$ cat src/rtl/morra_match_ctrl.sv
// Match sequencer for the morra engine: buffers one move per player, issues each move pair and tracks the match result.
// Optional MATCH_STATS_EN adds saturating invalid-manche and draw counters (inv_cnt, draw_cnt).
module morra_match_ctrl #(
  parameter int ENG_LAT = 1,
  parameter int TIMEOUT = 64,
  parameter int CNT_W   = 4
) (
  input  logic             clk,
  input  logic             rst_n,
  input  logic             start,
  input  logic [1:0]       cfg_p,
  input  logic [1:0]       cfg_s,
  input  logic             p_valid,
  input  logic [1:0]       p_move,
  output logic             p_ready,
  input  logic             s_valid,
  input  logic [1:0]       s_move,
  output logic             s_ready,
  output logic             eng_i,
  output logic [1:0]       eng_p,
  output logic [1:0]       eng_s,
  input  logic [1:0]       eng_m,
  input  logic [1:0]       eng_pa,
  output logic             busy,
  output logic             done,
  output logic [1:0]       winner,
  output logic             forfeit,
`ifdef MATCH_STATS_EN
  output logic [3:0]       inv_cnt,
  output logic [3:0]       draw_cnt,
`endif
  output logic [CNT_W-1:0] manche_cnt
);

  typedef enum logic [2:0] {
    S_IDLE, S_INIT, S_COLLECT, S_ISSUE, S_WAIT, S_DONE
  } state_t;

  localparam int             TO_W     = (TIMEOUT > 1) ? $clog2(TIMEOUT + 1) : 1;
  localparam logic [TO_W-1:0] TO_LAST = TO_W'((TIMEOUT > 0) ? TIMEOUT - 1 : 0);
  localparam logic [2:0]     LAT_LAST = 3'(ENG_LAT);

  state_t           state_q, state_d;
  logic [1:0]       cfg_p_q, cfg_p_d, cfg_s_q, cfg_s_d;
  logic [1:0]       p_buf_q, p_buf_d, s_buf_q, s_buf_d;
  logic             p_full_q, p_full_d, s_full_q, s_full_d;
  logic [TO_W-1:0]  to_cnt_q, to_cnt_d;
  logic [2:0]       lat_cnt_q, lat_cnt_d;
  logic [1:0]       winner_q, winner_d;
  logic             forfeit_q, forfeit_d;
  logic [CNT_W-1:0] mc_q, mc_d;
  logic             done_q, done_d;
`ifdef MATCH_STATS_EN
  logic [3:0]       inv_q, inv_d, draw_q, draw_d;
`endif

  logic p_take, s_take;

  // Illegal move 00 completes the handshake but never fills the buffer.
  assign p_take = p_ready && p_valid && (p_move != 2'b00);
  assign s_take = s_ready && s_valid && (s_move != 2'b00);

  always_comb begin
    state_d   = state_q;
    cfg_p_d   = cfg_p_q;
    cfg_s_d   = cfg_s_q;
    p_buf_d   = p_buf_q;
    s_buf_d   = s_buf_q;
    p_full_d  = p_full_q;
    s_full_d  = s_full_q;
    to_cnt_d  = to_cnt_q;
    lat_cnt_d = lat_cnt_q;
    winner_d  = winner_q;
    forfeit_d = forfeit_q;
    mc_d      = mc_q;
`ifdef MATCH_STATS_EN
    inv_d     = inv_q;
    draw_d    = draw_q;
`endif
    unique case (state_q)
      S_IDLE, S_DONE: begin
        if (start) begin
          state_d   = S_INIT;
          cfg_p_d   = cfg_p;
          cfg_s_d   = cfg_s;
          p_full_d  = 1'b0;
          s_full_d  = 1'b0;
          to_cnt_d  = '0;
          winner_d  = 2'b00;
          forfeit_d = 1'b0;
          mc_d      = '0;
`ifdef MATCH_STATS_EN
          inv_d     = '0;
          draw_d    = '0;
`endif
        end
      end
      S_INIT: state_d = S_COLLECT;
      S_COLLECT: begin
        if (p_take) begin
          p_full_d = 1'b1;
          p_buf_d  = p_move;
        end
        if (s_take) begin
          s_full_d = 1'b1;
          s_buf_d  = s_move;
        end
        // A pair completing this cycle wins over an expiring timeout.
        if (p_full_d && s_full_d) begin
          state_d  = S_ISSUE;
          to_cnt_d = '0;
        end else if ((TIMEOUT != 0) && (p_full_q ^ s_full_q)) begin
          if (to_cnt_q == TO_LAST) begin
            state_d   = S_DONE;
            forfeit_d = 1'b1;
            winner_d  = p_full_q ? 2'b01 : 2'b10;
          end else begin
            to_cnt_d = to_cnt_q + 1'b1;
          end
        end
      end
      S_ISSUE: begin
        p_full_d  = 1'b0;
        s_full_d  = 1'b0;
        lat_cnt_d = 3'd1;
        state_d   = S_WAIT;
      end
      S_WAIT: begin
        if (lat_cnt_q == LAT_LAST) begin
          if ((eng_m != 2'b00) && (mc_q != {CNT_W{1'b1}})) mc_d = mc_q + 1'b1;
`ifdef MATCH_STATS_EN
          if ((eng_m == 2'b00) && (inv_q != 4'hF))  inv_d  = inv_q + 4'd1;
          if ((eng_m == 2'b11) && (draw_q != 4'hF)) draw_d = draw_q + 4'd1;
`endif
          if (eng_pa != 2'b00) begin
            winner_d = eng_pa;
            state_d  = S_DONE;
          end else begin
            state_d  = S_COLLECT;
          end
        end else begin
          lat_cnt_d = lat_cnt_q + 3'd1;
        end
      end
      default: state_d = S_IDLE;
    endcase
    done_d = (state_d == S_DONE) && (state_q != S_DONE);
  end

  always_ff @(posedge clk) begin
    if (!rst_n) begin
      state_q   <= S_IDLE;
      cfg_p_q   <= 2'b00;
      cfg_s_q   <= 2'b00;
      p_buf_q   <= 2'b00;
      s_buf_q   <= 2'b00;
      p_full_q  <= 1'b0;
      s_full_q  <= 1'b0;
      to_cnt_q  <= '0;
      lat_cnt_q <= 3'd0;
      winner_q  <= 2'b00;
      forfeit_q <= 1'b0;
      mc_q      <= '0;
      done_q    <= 1'b0;
`ifdef MATCH_STATS_EN
      inv_q     <= 4'd0;
      draw_q    <= 4'd0;
`endif
    end else begin
      state_q   <= state_d;
      cfg_p_q   <= cfg_p_d;
      cfg_s_q   <= cfg_s_d;
      p_buf_q   <= p_buf_d;
      s_buf_q   <= s_buf_d;
      p_full_q  <= p_full_d;
      s_full_q  <= s_full_d;
      to_cnt_q  <= to_cnt_d;
      lat_cnt_q <= lat_cnt_d;
      winner_q  <= winner_d;
      forfeit_q <= forfeit_d;
      mc_q      <= mc_d;
      done_q    <= done_d;
`ifdef MATCH_STATS_EN
      inv_q     <= inv_d;
      draw_q    <= draw_d;
`endif
    end
  end

  assign p_ready    = (state_q == S_COLLECT) && !p_full_q;
  assign s_ready    = (state_q == S_COLLECT) && !s_full_q;
  assign eng_i      = (state_q == S_INIT);
  assign eng_p      = (state_q == S_INIT)  ? cfg_p_q :
                      (state_q == S_ISSUE) ? p_buf_q : 2'b00;
  assign eng_s      = (state_q == S_INIT)  ? cfg_s_q :
                      (state_q == S_ISSUE) ? s_buf_q : 2'b00;
  assign busy       = (state_q == S_INIT) || (state_q == S_COLLECT) ||
                      (state_q == S_ISSUE) || (state_q == S_WAIT);
  assign done       = done_q;
  assign winner     = winner_q;
  assign forfeit    = forfeit_q;
  assign manche_cnt = mc_q;
`ifdef MATCH_STATS_EN
  assign inv_cnt    = inv_q;
  assign draw_cnt   = draw_q;
`endif

endmodule
$ cat config.mk
export PLATFORM = sky130hd
export DESIGN_NAME = morra_match_ctrl
export DESIGN_NICKNAME = d
export VERILOG_FILES = /design/src/rtl/morra_match_ctrl.sv
export SDC_FILE = /design/constraint.sdc
export NUM_CORES = 1
export LEC_CHECK = 0
export BUFFER_PORTS_ARGS = -buffer_cell sky130_fd_sc_hd__buf_2
export CAP_MARGIN = 20
export CORE_ASPECT_RATIO = 1.2
export CORE_UTILIZATION = 55
export CTS_BUF_LIST = sky130_fd_sc_hd__clkbuf_8
export CTS_CLUSTER_DIAMETER = 120
export CTS_CLUSTER_SIZE = 20
export DETAILED_ROUTE_END_ITERATION = 6
export PLACE_DENSITY_LB_ADDON = 0.2
export SETUP_SLACK_MARGIN = 0.02
export SLEW_MARGIN = 25
export SYNTH_ARGS = -nofsm -noshare
export SYNTH_HDL_FRONTEND = slang
export SYNTH_SLANG_ARGS = --single-unit
$ cat constraint.sdc
create_clock -name clk -period 2.43 [get_ports clk]
set_clock_uncertainty 0.2 [all_clocks]
set_input_delay 0.1215 -clock clk [delete_from_list [all_inputs] [get_ports clk]]
set_output_delay 0.1215 -clock clk [all_outputs]
set_load 0.05 [all_outputs]
* Word level (Yosys, flattened, before mapping)
Index checks and enable logic that the tools add are counted.
** Word-level totals
- Bits in registers :: 31
- Word-level logic and storage cells :: 112
** Cells by class
- Add/sub/neg operators :: 3
- Equal/unequal tests :: 20
- Reduce and logical (&&, ||, !) cells :: 34
- Mux-type cells :: 41
- Bitwise logic cells :: 1
** Operator list (number)
- two-way mux 7 bit :: 4
- two-way mux 2 bit :: 11
- two-way mux 3 bit :: 7
- inequality test 2 bit (second input constant) :: 8
- case mux 3 bit (5 select lines) :: 1
- case mux 7 bit (2 select lines) :: 1
- nonzero test 2 bit :: 7
- two-way mux 4 bit :: 3
- AND reduction 2 bit :: 5
- == test 3 bit (second input constant) :: 3
- logical AND 1 bit :: 9
- inequality test 3 bit (second input constant) :: 3
- two-way mux 1 bit :: 8
- case mux 4 bit (2 select lines) :: 1
- AND reduction 4 bit :: 2
- adder 7 x 1 -> 7 bit (second input constant) :: 1
- == test 7 x 6 -> 1 bit (second input constant) :: 1
- AND reduction 7 bit :: 1
- == test 3 x 1 -> 1 bit (second input constant) :: 2
- == test 3 x 2 -> 1 bit (second input constant) :: 2
- case mux 1 bit (3 select lines) :: 2
- case mux 2 bit (3 select lines) :: 1
- case mux 3 bit (2 select lines) :: 1
- nonzero test 3 bit :: 2
- other kinds (10) :: 13

* Depth between registers and ports, before layout
Gate-level depths: netlist of run 1.
- Word-level depth :: 11
- Gate-level depth with buffers :: 7
- Mapped depth without buffers :: 7

* Worst setup path after synthesis of run 1
OpenSTA, ideal clock, no wires.
- Kind :: register -> register
- Start :: register s_full_q
- End :: register to_cnt_q[5]
- Cell stages (with the launch flop) :: 7
- Library setup time :: 0.069 ns
- Data arrival time :: 2.545 ns
- Slack :: -0.383 ns
- Path buffers :: 1
- Clock period less this slack :: 2.813 ns
- Cell sequence :: dfxtp_1 buf_6 nor4b_2 a22oi_1 or4_1 o22a_1 o21ai_1
** Between the ends
- Cells in the longest elaborated chain, start to end :: 9
- Elaborated cells between the ends (all ways) :: 13
** RTL lines
- from (decl) :: line 46 : logic p_full_q, p_full_d, s_full_q, s_full_d;
- from (signal assigned) :: line 176 : s_full_q <= s_full_d;
- zero test 1 bit (*) :: line 191 : assign s_ready = (state_q == S_COLLECT) && !s_full_q;
- logical AND 1 bit (*) :: line 191
- net s_ready :: line 18 : output logic s_ready,
- logical AND 1 bit (*) (2 in a row) :: line 61 : assign s_take = s_ready && s_valid && (s_move != 2'b00);
- two-way mux 1 bit (*) :: line 104 : if (s_take) begin
- two-way mux 1 bit (*) :: line 80 : unique case (state_q)
- logical AND 1 bit (*) :: line 109 : if (p_full_d && s_full_d) begin
- inequality test 3 bit (no line) or two-way mux 7 bit (tied branches)
- AND reduction 4 bit (no line) or case mux 7 bit (2 select lines) (tied branches)
- to (signal assigned) :: line 177 : to_cnt_q <= to_cnt_d;
- to (decl) :: line 47 : logic [TO_W-1:0] to_cnt_q, to_cnt_d;
Mark *: on every way through the listed nets, which the timed path passes. The rest lies on a longest branch. The select of a mux whose other input is x is not followed.
A chain may end at the register's enable or synchronous reset.

* Final worst setup path of run 1
- Start :: input s_move[1]
- End :: register to_cnt_q[1]
** Between the ends
- Cells in the longest elaborated chain, start to end :: 7
- Elaborated cells between the ends (all ways) :: 10
** RTL lines
- from (decl) :: line 17 : input logic [1:0] s_move,
- nonzero test 2 bit (*) :: line 61
- logical AND 1 bit (*) :: line 61
- two-way mux 1 bit (*) :: line 104
- two-way mux 1 bit (*) :: line 80
- logical AND 1 bit (*) :: line 109
- inequality test 3 bit (no line) or two-way mux 7 bit (tied branches)
- AND reduction 4 bit (no line) or case mux 7 bit (2 select lines) (tied branches)
Every way passes the cells marked *; elsewhere a longest branch is shown, timed or not. The select of a mux whose other input is x is not followed.

==> results of run 1 <==
[flip-flops by register name (all words and copies together) (netlist names)]
register	cells
to_cnt_q	7
manche_cnt	4
lat_cnt_q	3
state_q	3
cfg_p_q	2
cfg_s_q	2
p_buf_q	2
s_buf_q	2
winner	2
done	1
forfeit	1
p_full_q	1
s_full_q	1
[worst paths after layout]
path	startpoint	end	slack, ns	cells past startpoint
worst max-delay path	s_move[1]	to_cnt_q[1]$_SDFFE_PN0P_	0.17	7
worst min-delay path	rst_n	lat_cnt_q[2]$_SDFFE_PN0P_	0.03	3
worst max register to register	state_q[1]$_SDFF_PN0_	to_cnt_q[3]$_SDFFE_PN0P_	0.19	5
worst min register to register	to_cnt_q[6]$_SDFFE_PN0P_	to_cnt_q[6]$_SDFFE_PN0P_	0.24	2
[final cells by class]
class                      instances  share of cell area
multi-input combinational        170               0.508
sequential                        31               0.283
timing repair buffer              47               0.134
clock buffer                       7              0.0440
tap                               36              0.0206
inverter                           5             0.00857
clock inverter                     1             0.00171
[cell families (layout without fill, tap and decap cells)]
kind of cell             after synthesis  count (layout)  synth area share
adder cells (fa/ha/maj)                4               4            0.0279
AND/OR/NAND/NOR                       95              95             0.289
multiplexers                          12              12            0.0676
flip-flops                            31              31             0.345
buffers and inverters                 15              60            0.0425
AO/OA/AOI/OAI                         55              55             0.208
XOR/XNOR                               4               4            0.0195
[metrics by stage]
step	hold slack [ns]	area [um2]	cells	utilization	setup WS, ns
finish	0.0274	2190	297	0.711	0.172
global route	0.0460	2190	297	0.711	0.0383
CTS	0.0238	2190	297	0.711	0.212
detailed placement	0.167	2010	281	0.652	0.271
global placement	0.164	2010	281	0.652	0.295
floorplan	0.0575	1810	216	-	0.0378
[synth_stat cells, types with 2 or more instances]
cell / count
buf_2: 4
a21o_1: 2
nand2b_1: 3
nor3b_1: 2
nand4_1: 3
clkbuf_1: 2
a21boi_0: 4
nand2_1: 30
nor2b_1: 8
o211ai_1: 3
a22oi_1: 6
nor2_1: 22
nor4b_2: 2
o22ai_1: 4
a21oi_1: 10
xor2_1: 4
o21a_1: 4
nor3_1: 6
dfxtp_1: 31
ha_1: 4
a22o_1: 2
nand3_1: 6
buf_6: 2
o21ai_0: 9
inv_1: 5
buf_1: 2
mux2i_1: 11
[where the power goes]
group	leakage, nW	switching, W	internal [W]
clock network	0.0557	0.000186	0.000254
registers	0.251	0.0000556	0.000547
logic	0.575	0.000393	0.000241
[layer usage]
layer	routed length, um	GRT usage	share of wire	up-vias
met1	1830	0.297	0.41	812
li1	-	-	-	865
met4	82	0.106	0.018	0
met3	211	0.0681	0.047	13
met2	2350	0.509	0.53	54
met5	0	0	0	-
[worst max-delay path, delay by kind of cell]
kind	cells	cell delay, ns
AO/OA/AOI/OAI	3	1.03
multiplexers	1	0.20
AND/OR/NAND/NOR	1	0.25
buffers and inverters	2	0.66
[timing repair]
action / 4_1_cts / 5_1_grt
hold buffers: 8 / 0
hold endpoints to repair: 8 / 0
setup buffers: 0 / 0
endpoints found under the setup margin: 0 / 0
==> run summary, run 1 <==
=================================================================================================
Outcome ............................................................................ complete, no violations
Area of the mapped netlist .........................................................  0.00180 mm2
PortBufs ...........................................................................           32
Post-cts repair resize count .......................................................            0
Count of inserted antenna diode cells ..............................................            0
Req. time, crit path ...............................................................      2.45 ns
GR Util All Layers .................................................................        0.281
Overflow left after global routing .................................................            0
Synth-to-layout area growth ........................................................        21.9%
Worst Max-Slew Pin Slew ............................................................     0.657 ns
Wire length per cell after detailed routing ........................................      15.1 um
CP arrival .........................................................................      2.27 ns
Delay of the slowest cell on the worst path ........................................      0.54 ns
Num rows ...........................................................................           22
Initial antenna violation count ....................................................            0
Multi-input gate area in the final layout ..........................................  0.00111 mm2
Post-route antenna net violation count .............................................            0
Proportion of layout cells with a drive suffix above 1 .............................        0.226
Clock Path Buffers .................................................................            2
Number of warnings issued by yosys .................................................            0
Die Width ..........................................................................      54.2 um
Via-per-instance ratio .............................................................         5.87
Starting density of the core .......................................................        0.583
Type of element capturing the critical path ........................................    flip-flop
# fillers ..........................................................................          243
Worst hold path type ...............................................................    in -> reg
Worst skew pair latency ............................................................      0.28 ns
Pwr Density ........................................................................   766 mW/mm2
Fraction of synthesized cell area taken by the top area cell type ..................        0.345
Max_slew headroom ..................................................................        0.557
Worst vdd ir .......................................................................   0.000645 V
Leak pwr ...........................................................................     0.881 nW
Mean Syn Cell Area .................................................................     8.32 um2
Critical path fanouts, max .........................................................            4
Area taken by flip-flops and latches ...............................................      621 um2
Number of hold-slack violations in the final timing report .........................            0
Number of register bits inferred by synthesis ......................................           31
Number of violations of the max-capacitance limit ..................................            0
Mapped Cells .......................................................................          216
Fraction of registers with async set or reset after synthesis ......................            0
Type of the setup path with the least slack ........................................    in -> reg
Category of the worst setup path launch point ...................................... primary input
First DRT Iteration DRCs ...........................................................           84
Dominant synthesized flop cell .....................................................      dfxtp_1
Die footprint ......................................................................  0.00350 mm2
Final-report setup violation count .................................................            0
Worst path slowest cell ............................................................      o21ai_0
RSZ-0062 raised after global routing ...............................................        false
Register clock-pin slew on the reported worst setup and hold paths .................      0.06 ns
DRC violation count after routing ..................................................            0
Time the worst path needs with I/O delays and setup ................................      2.26 ns
Share of the clock period used by the worst path ...................................        0.929
Library cell occupying the most area in the post-synthesis netlist .................      dfxtp_1
Number of H-tree levels ............................................................            2
TritonCTS sink count ...............................................................           31
Core region area ...................................................................  0.00308 mm2
Via count ..........................................................................         1744
Final wirelength ...................................................................      4.47 mm
Pre-Repair DR Iteration Count ......................................................            4
Fin Setup TNS ......................................................................         0 ns
Count of pins on the block boundary ................................................           33
Number of distinct library cell variants in the gate-level netlist after synthesis .           52
Portion of the post-synthesis area used by sequential elements .....................        0.345
Most common cell after layout, fill and taps aside .................................        buf_2
Cell-by-cell listing of the critical path .......................................... dlygate4sd3_1, buf_2, o21ai_0, o211ai_1, and2_1, a21oi_1, mux2i_1
Final RePlAce weighted congestion ..................................................        0.961
Post-synth EDFFs ...................................................................            0
Largest cells by area after synthesis .............................................. dfxtp_1 35%, nand2_1 6.3%, mux2i_1 6.1%
TritonCTS clock tree ...............................................................          yes
Highest attainable clock frequency .................................................      443 MHz
Num CTS Buffers ....................................................................            5
Detailed Place HPWL ................................................................      3.16 mm
Final count of pins violating max slew .............................................            0
Most used cells in the layout excluding fill and tap cells ......................... 32 x buf_2, 31 x dfxtp_1, 30 x nand2_1
Net Count, Synth ...................................................................          237
Pin count of the biggest net entering global routing ...............................           19
Root Buffer ........................................................................     clkbuf_8
Final #Nets ........................................................................          281
First-pass GRT wire length .........................................................      7.25 mm
Die outline height .................................................................      64.6 um
Vias in the first global route .....................................................         1689
Pwr Total ..........................................................................    0.00168 W
=================================================================================================
No activity file was read; power rests on OpenSTA's default activity.
==> run 2, diff against run 1 <==
Settings changed: CORE_UTILIZATION 55 to 40, GPL_ROUTABILITY_DRIVEN from default to 1, PLACE_DENSITY_LB_ADDON 0.2 to default.
==> run summary, run 2 (synthesis gave the netlist of run 1 again) <==
=================================================================================
Outcome ............................................................ complete, no violations   unchanged
Final count of pins violating max slew .............................            0   unchanged
Worst path slowest cell ............................................       or4b_1   was o21ai_0
Pwr Density ........................................................   750 mW/mm2   was 766 mW/mm2
Most common cell after layout, fill and taps aside .................        buf_2   unchanged
First-pass GRT wire length .........................................      7.56 mm   was 7.25 mm
Num CTS Buffers ....................................................            5   unchanged
Wire length per cell after detailed routing ........................      14.1 um   was 15.1 um
Kind of cell adding the most delay to the critical path ............ simple AND/OR/NAND/NOR gates   was compound AO/OA/AOI/OAI gates
Count of pins on the block boundary ................................           33   unchanged
PortBufs ...........................................................           32   unchanged
Final std cells w/o fill ...........................................          319   was 297
Final-report setup violation count .................................            0   unchanged
Die outline height .................................................      75.4 um   was 64.6 um
Num rows ...........................................................           26   was 22
Max_slew headroom ..................................................        0.632   was 0.557
Share of the clock period used by the worst path ...................        0.909   was 0.929
Register clock-pin slew on the reported worst setup and hold paths .      0.07 ns   was 0.06 ns
Worst Max-Slew Pin Slew ............................................     0.546 ns   was 0.657 ns
Min Hold Slack .....................................................     0.104 ns   was 0.0274 ns
Worst setup endpoint ............................................... winner[1]$_SDFFE_PN0P_   was to_cnt_q[1]$_SDFFE_PN0P_
Leak pwr ...........................................................     0.891 nW   was 0.881 nW
Initial antenna violation count ....................................            0   unchanged
Starting density of the core .......................................        0.418   was 0.583
# fillers ..........................................................          445   was 243
Post-layout util ...................................................        0.520   was 0.711
Overflow left after global routing .................................            0   unchanged
Setup fix buffers added after clock tree synthesis .................            0   unchanged
TritonCTS clock tree ...............................................          yes   unchanged
Pin count of the biggest net entering global routing ...............           23   was 19
Proportion of layout cells with a drive suffix above 1 .............        0.228   was 0.226
Detailed Place HPWL ................................................      3.26 mm   was 3.16 mm
Final wirelength ...................................................      4.49 mm   was 4.47 mm
Type of the setup path with the least slack ........................   reg -> reg   was in -> reg
Register name with the most flops ..................................     to_cnt_q   unchanged
TritonCTS sink count ...............................................           31   unchanged
Vias in the first global route .....................................         1587   was 1689
Multi-input gate area in the final layout ..........................  0.00111 mm2   unchanged
Delay of the slowest cell on the worst path ........................      0.73 ns   was 0.54 ns
Buf+Inv Stages, Crit Path ..........................................            0   was 2
Synth-to-layout area growth ........................................        24.3%   was 21.9%
Count of inserted antenna diode cells ..............................            0   unchanged
Core region area ...................................................  0.00429 mm2   was 0.00308 mm2
End of the worst register-to-register path ......................... winner[1]$_SDFFE_PN0P_   was to_cnt_q[3]$_SDFFE_PN0P_
CP arrival .........................................................      2.18 ns   was 2.27 ns
Number of violations of the max-capacitance limit ..................            0   unchanged
DRC violation count after routing ..................................            0   unchanged
Final #Nets ........................................................          283   was 281
Via-per-instance ratio .............................................         5.34   was 5.87
Hold path depth ....................................................            4   was 3
RSZ-0062 raised after global routing ...............................        false   unchanged
Number of H-tree levels ............................................            2   unchanged
Placed cell count ..................................................          302   was 281
Fin Setup TNS ......................................................         0 ns   unchanged
Category of the worst setup path launch point ......................    flip-flop   was primary input
Most used cells in the layout excluding fill and tap cells ......... 32 x buf_2, 31 x dfxtp_1, 30 x nand2_1   unchanged
Number of hold-slack violations in the final timing report .........            0   unchanged
Root Buffer ........................................................     clkbuf_8   unchanged
Worst vdd ir .......................................................   0.000371 V   was 0.000645 V
Clock Path Buffers .................................................            2   unchanged
Cell-by-cell listing of the critical path .......................... and2b_1, or4b_1, o31ai_1, o21ba_2, mux2i_1   was dlygate4sd3_1, buf_2, o21ai_0, o211ai_1, and2_1, a21oi_1, mux2i_1
GR Util All Layers .................................................        0.205   was 0.281
Die Width ..........................................................      63.2 um   was 54.2 um
Startpoint of the most critical setup path ......................... state_q[2]$_SDFF_PN0_   was s_move[1]
First DRT Iteration DRCs ...........................................           49   was 84
Critical path fanouts, max .........................................            9   was 4
Post-route antenna net violation count .............................            0   unchanged
WP depth ...........................................................            5   was 7
Pre-Repair DR Iteration Count ......................................            4   unchanged
Via count ..........................................................         1705   was 1744
Reg2reg start ...................................................... state_q[2]$_SDFF_PN0_   was state_q[1]$_SDFF_PN0_
FF-to-FF setup slack ...............................................      0.22 ns   was 0.19 ns
Final RePlAce weighted congestion ..................................        0.855   was 0.961
Worst skew pair latency ............................................      0.28 ns   about the same
Time the worst path needs with I/O delays and setup ................      2.21 ns   was 2.26 ns
Die footprint ......................................................  0.00476 mm2   was 0.00350 mm2
Depth of the worst register-to-register path .......................            5   unchanged
Worst hold path type ...............................................    in -> reg   unchanged
Flip-flop count of the largest register after layout ...............            7   unchanged
Req. time, crit path ...............................................      2.40 ns   was 2.45 ns
Type of element capturing the critical path ........................    flip-flop   unchanged
Highest attainable clock frequency .................................      453 MHz   was 443 MHz
Area taken by flip-flops and latches ...............................      621 um2   unchanged
=================================================================================
## run 2: cell types whose count changed in the layout (fill, tap and decap cells not counted)
| cell | previous run | this run |
|---|---|---|
| buf_4 | 7 | 8 |
| dlygate4sd3_1 | 8 | 9 |
| o21ai_0 | 9 | 8 |
| o21ai_1 | 1 | 2 |
## run 2: worst min-delay path, stage by stage
cell and delay (ns):
buf_2 0.10, a22o_1 0.12, nand3_1 0.09, mux2i_1 0.12
## run 2: repair_timing
item | 4_1_cts | 5_1_grt
setup endpoints to repair | 0 | 1
hold buffers | 9 | 0
endpoints found under the hold margin | 13 | 0
gates resized for setup | 0 | 1
## run 2: how the worst min path moves through the flow
stage / from / endpoint
after global placement: cfg_s[0] / cfg_s_q[0]$_SDFFE_PN0P_
after global routing: p_valid / p_full_q$_SDFFE_PN0P_
after detailed placement: cfg_s[0] / cfg_s_q[0]$_SDFFE_PN0P_
after floorplan: cfg_p[0] / cfg_p_q[0]$_SDFFE_PN0P_
after CTS: p_valid / p_full_q$_SDFFE_PN0P_
final: eng_pa[0] / winner[0]$_SDFFE_PN0P_
## run 2: layer usage
layer / GRT usage / vias to the layer above / wire length, um
li1: - / 872 / -
met1: 0.260 / 787 / 2110
met2: 0.341 / 38 / 2100
met3: 0.0449 / 8 / 179
met4: 0.0909 / 0 / 93
met5: 0 / - / 0
## run 2: area by class of cell
class | instances | area share
inverter | 5 | 0.00840
sequential | 31 | 0.278
timing repair buffer | 49 | 0.139
clock inverter | 1 | 0.00168
tap | 56 | 0.0314
clock buffer | 7 | 0.0431
multi-input combinational | 170 | 0.499
## run 2: per-stage QoR
step           setup WS (ns)  total power (W)  instance area [um2]
3_3_place_gp           0.216          0.00123                 2040
4_1_cts                0.174          0.00169                 2230
2_1_floorplan         0.0378          0.00107                 1810
6_report               0.222          0.00168                 2230
3_5_place_dp           0.209          0.00123                 2040
5_1_grt                0.133          0.00178                 2230
## run 2: report_power, final
part | switching, W | internal (W) | total, W
Combinational | 0.000390 | 0.000242 | 0.000631
Clock | 0.000192 | 0.000254 | 0.000446
Sequential | 0.0000507 | 0.000547 | 0.000598
==> run 3, diff against run 2 <==
Settings changed: CORE_ASPECT_RATIO 1.2 to default, CORE_UTILIZATION 40 to 55, PLACE_DENSITY from default to 0.79.
==> run summary, run 3 (synthesis gave the netlist of run 1 again) <==
=================================================================================
Post-route antenna net violation count .............................            0   unchanged
Fin Setup TNS ......................................................         0 ns   unchanged
DRC violation count after routing ..................................            0   unchanged
Final wirelength ...................................................      4.35 mm   was 4.49 mm
Proportion of layout cells with a drive suffix above 1 .............        0.234   was 0.228
Pin count of the biggest net entering global routing ...............           17   was 23
Most common cell after layout, fill and taps aside .................        buf_2   unchanged
RSZ-0062 raised after global routing ...............................        false   unchanged
Synth-to-layout area growth ........................................        24.3%   unchanged
Final-report setup violation count .................................            0   unchanged
Sequential fraction of design power ................................        0.357   about the same
Count of pins on the block boundary ................................           33   unchanged
Initial antenna violation count ....................................            0   unchanged
Starting density of the core .......................................        0.584   was 0.418
Die footprint ......................................................  0.00350 mm2   was 0.00476 mm2
Clk pwr share ......................................................        0.260   was 0.266
Via count ..........................................................         1752   was 1705
Flip-flop count of the largest register after layout ...............            7   unchanged
Vias in the first global route .....................................         1638   was 1587
Overflow left after global routing .................................            0   unchanged
Pwr Total ..........................................................    0.00167 W   was 0.00168 W
CP arrival .........................................................      2.27 ns   was 2.18 ns
Die Width ..........................................................      59.2 um   was 63.2 um
Final count of pins violating max slew .............................            0   unchanged
Detailed Place HPWL ................................................      3.09 mm   was 3.26 mm
Share of the clock period used by the worst path ...................        0.933   was 0.909
Worst vdd ir .......................................................   0.000475 V   was 0.000371 V
Worst hold path type ...............................................    in -> reg   unchanged
Via-per-instance ratio .............................................         5.67   was 5.34
Final #Nets ........................................................          285   was 283
Net switching fraction of the power ................................        0.372   was 0.377
Internal power contribution ........................................    0.00105 W   was 0.00104 W
Die outline height .................................................      59.2 um   was 75.4 um
Number of H-tree levels ............................................            2   unchanged
Post-CTS Hold Fix Bufs .............................................            9   unchanged
Leak pwr ...........................................................     0.900 nW   was 0.891 nW
Type of element capturing the critical path ........................    flip-flop   unchanged
Count of inserted antenna diode cells ..............................            0   unchanged
First DRT Iteration DRCs ...........................................           91   was 49
Pwr Density ........................................................   747 mW/mm2   was 750 mW/mm2
Num CTS Buffers ....................................................            5   unchanged
Register name with the most flops ..................................     to_cnt_q   unchanged
Worst skew pair latency ............................................      0.28 ns   about the same
Critical path fanouts, max .........................................            4   was 9
Proportion of power drawn by combinational gates ...................        0.383   was 0.377
GR Util All Layers .................................................        0.269   was 0.205
Number of hold-slack violations in the final timing report .........            0   unchanged
Final RePlAce weighted congestion ..................................        0.964   was 0.855
Register clock-pin slew on the reported worst setup and hold paths .      0.06 ns   was 0.07 ns
PortBufs ...........................................................           32   unchanged
Highest attainable clock frequency .................................      441 MHz   was 453 MHz
Core region area ...................................................  0.00308 mm2   was 0.00429 mm2
Reported net switching power .......................................   0.000620 W   was 0.000632 W
Wire length per cell after detailed routing ........................      14.1 um   about the same
Most used cells in the layout excluding fill and tap cells ......... 32 x buf_2, 31 x dfxtp_1, 30 x nand2_1   unchanged
TritonCTS sink count ...............................................           31   unchanged
Pre-Repair DR Iteration Count ......................................            4   unchanged
Worst Max-Slew Pin Slew ............................................     0.539 ns   was 0.546 ns
Post-cts repair resize count .......................................            0   unchanged
Clock Path Buffers .................................................            2   unchanged
Type of the setup path with the least slack ........................    in -> reg   was reg -> reg
Outcome ............................................................ complete, no violations   unchanged
Num rows ...........................................................           20   was 26
Root Buffer ........................................................     clkbuf_8   unchanged
TritonCTS clock tree ...............................................          yes   unchanged
First-pass GRT wire length .........................................      7.00 mm   was 7.56 mm
Max_slew headroom ..................................................        0.637   was 0.632
Category of the worst setup path launch point ...................... primary input   was flip-flop
Setup fix buffers added after clock tree synthesis .................            0   unchanged
Number of violations of the max-capacitance limit ..................            0   unchanged
Req. time, crit path ...............................................      2.44 ns   was 2.40 ns
Time the worst path needs with I/O delays and setup ................      2.27 ns   was 2.21 ns
=================================================================================
run 3: per-stage QoR:
step                 util  setup slack, ns  std cells  hold slack, ns  area, um2
floorplan               -           0.0378        216          0.0575       1810
global placement    0.664            0.337        292           0.164       2040
detailed placement  0.664            0.298        292           0.171       2040
CTS                 0.726            0.186        309           0.128       2230
global route        0.726            0.126        309           0.163       2230
finish              0.726            0.162        309           0.148       2230
run 3: power groups by stage:
stage               registers (W)  logic [W]  clock network (W)
finish                   0.000596   0.000639           0.000433
global route             0.000601   0.000689           0.000471
CTS                      0.000596   0.000630           0.000440
detailed placement       0.000606   0.000617                  0
global placement         0.000605   0.000616                  0
floorplan                0.000592   0.000478                  0
run 3: path summary, 6_finish.rpt:
kind	startpoint	endpoint	slack (ns)	cells after the start
min	eng_pa[0]	winner[0]$_SDFFE_PN0P_	0.15	4
max reg2reg	state_q[1]$_SDFF_PN0_	to_cnt_q[1]$_SDFFE_PN0P_	0.27	5
min reg2reg	forfeit$_SDFFE_PN0P_	forfeit$_SDFFE_PN0P_	0.24	2
max	p_move[1]	to_cnt_q[1]$_SDFFE_PN0P_	0.16	7
run 3: area by class of cell:
| type | instances | area [um2] |
|---|---|---|
| clock buffers | 7 | 96.3 |
| clock inverters | 1 | 3.75 |
| fillers | 237 | 845 |
| inverters | 5 | 18.8 |
| multi-input cells | 170 | 1110 |
| flip-flops and latches | 31 | 621 |
| well taps | 44 | 55.1 |
| repair buffers | 51 | 325 |
run 3: metal layers:
metal  vias up  routed length [um]  track usage
met5         -                   0            0
met2        67                2050        0.458
met4         0                  85        0.102
met1       791                2010        0.326
li1        883                   -            -
met3        11                 209       0.0655
run 3: worst max-delay path, cell delays in order:
cell	delay (ns)
dlygate4sd3_1	0.54
buf_2	0.14
o21ai_0	0.45
o211ai_1	0.28
and2_1	0.26
a21oi_1	0.28
mux2i_1	0.21
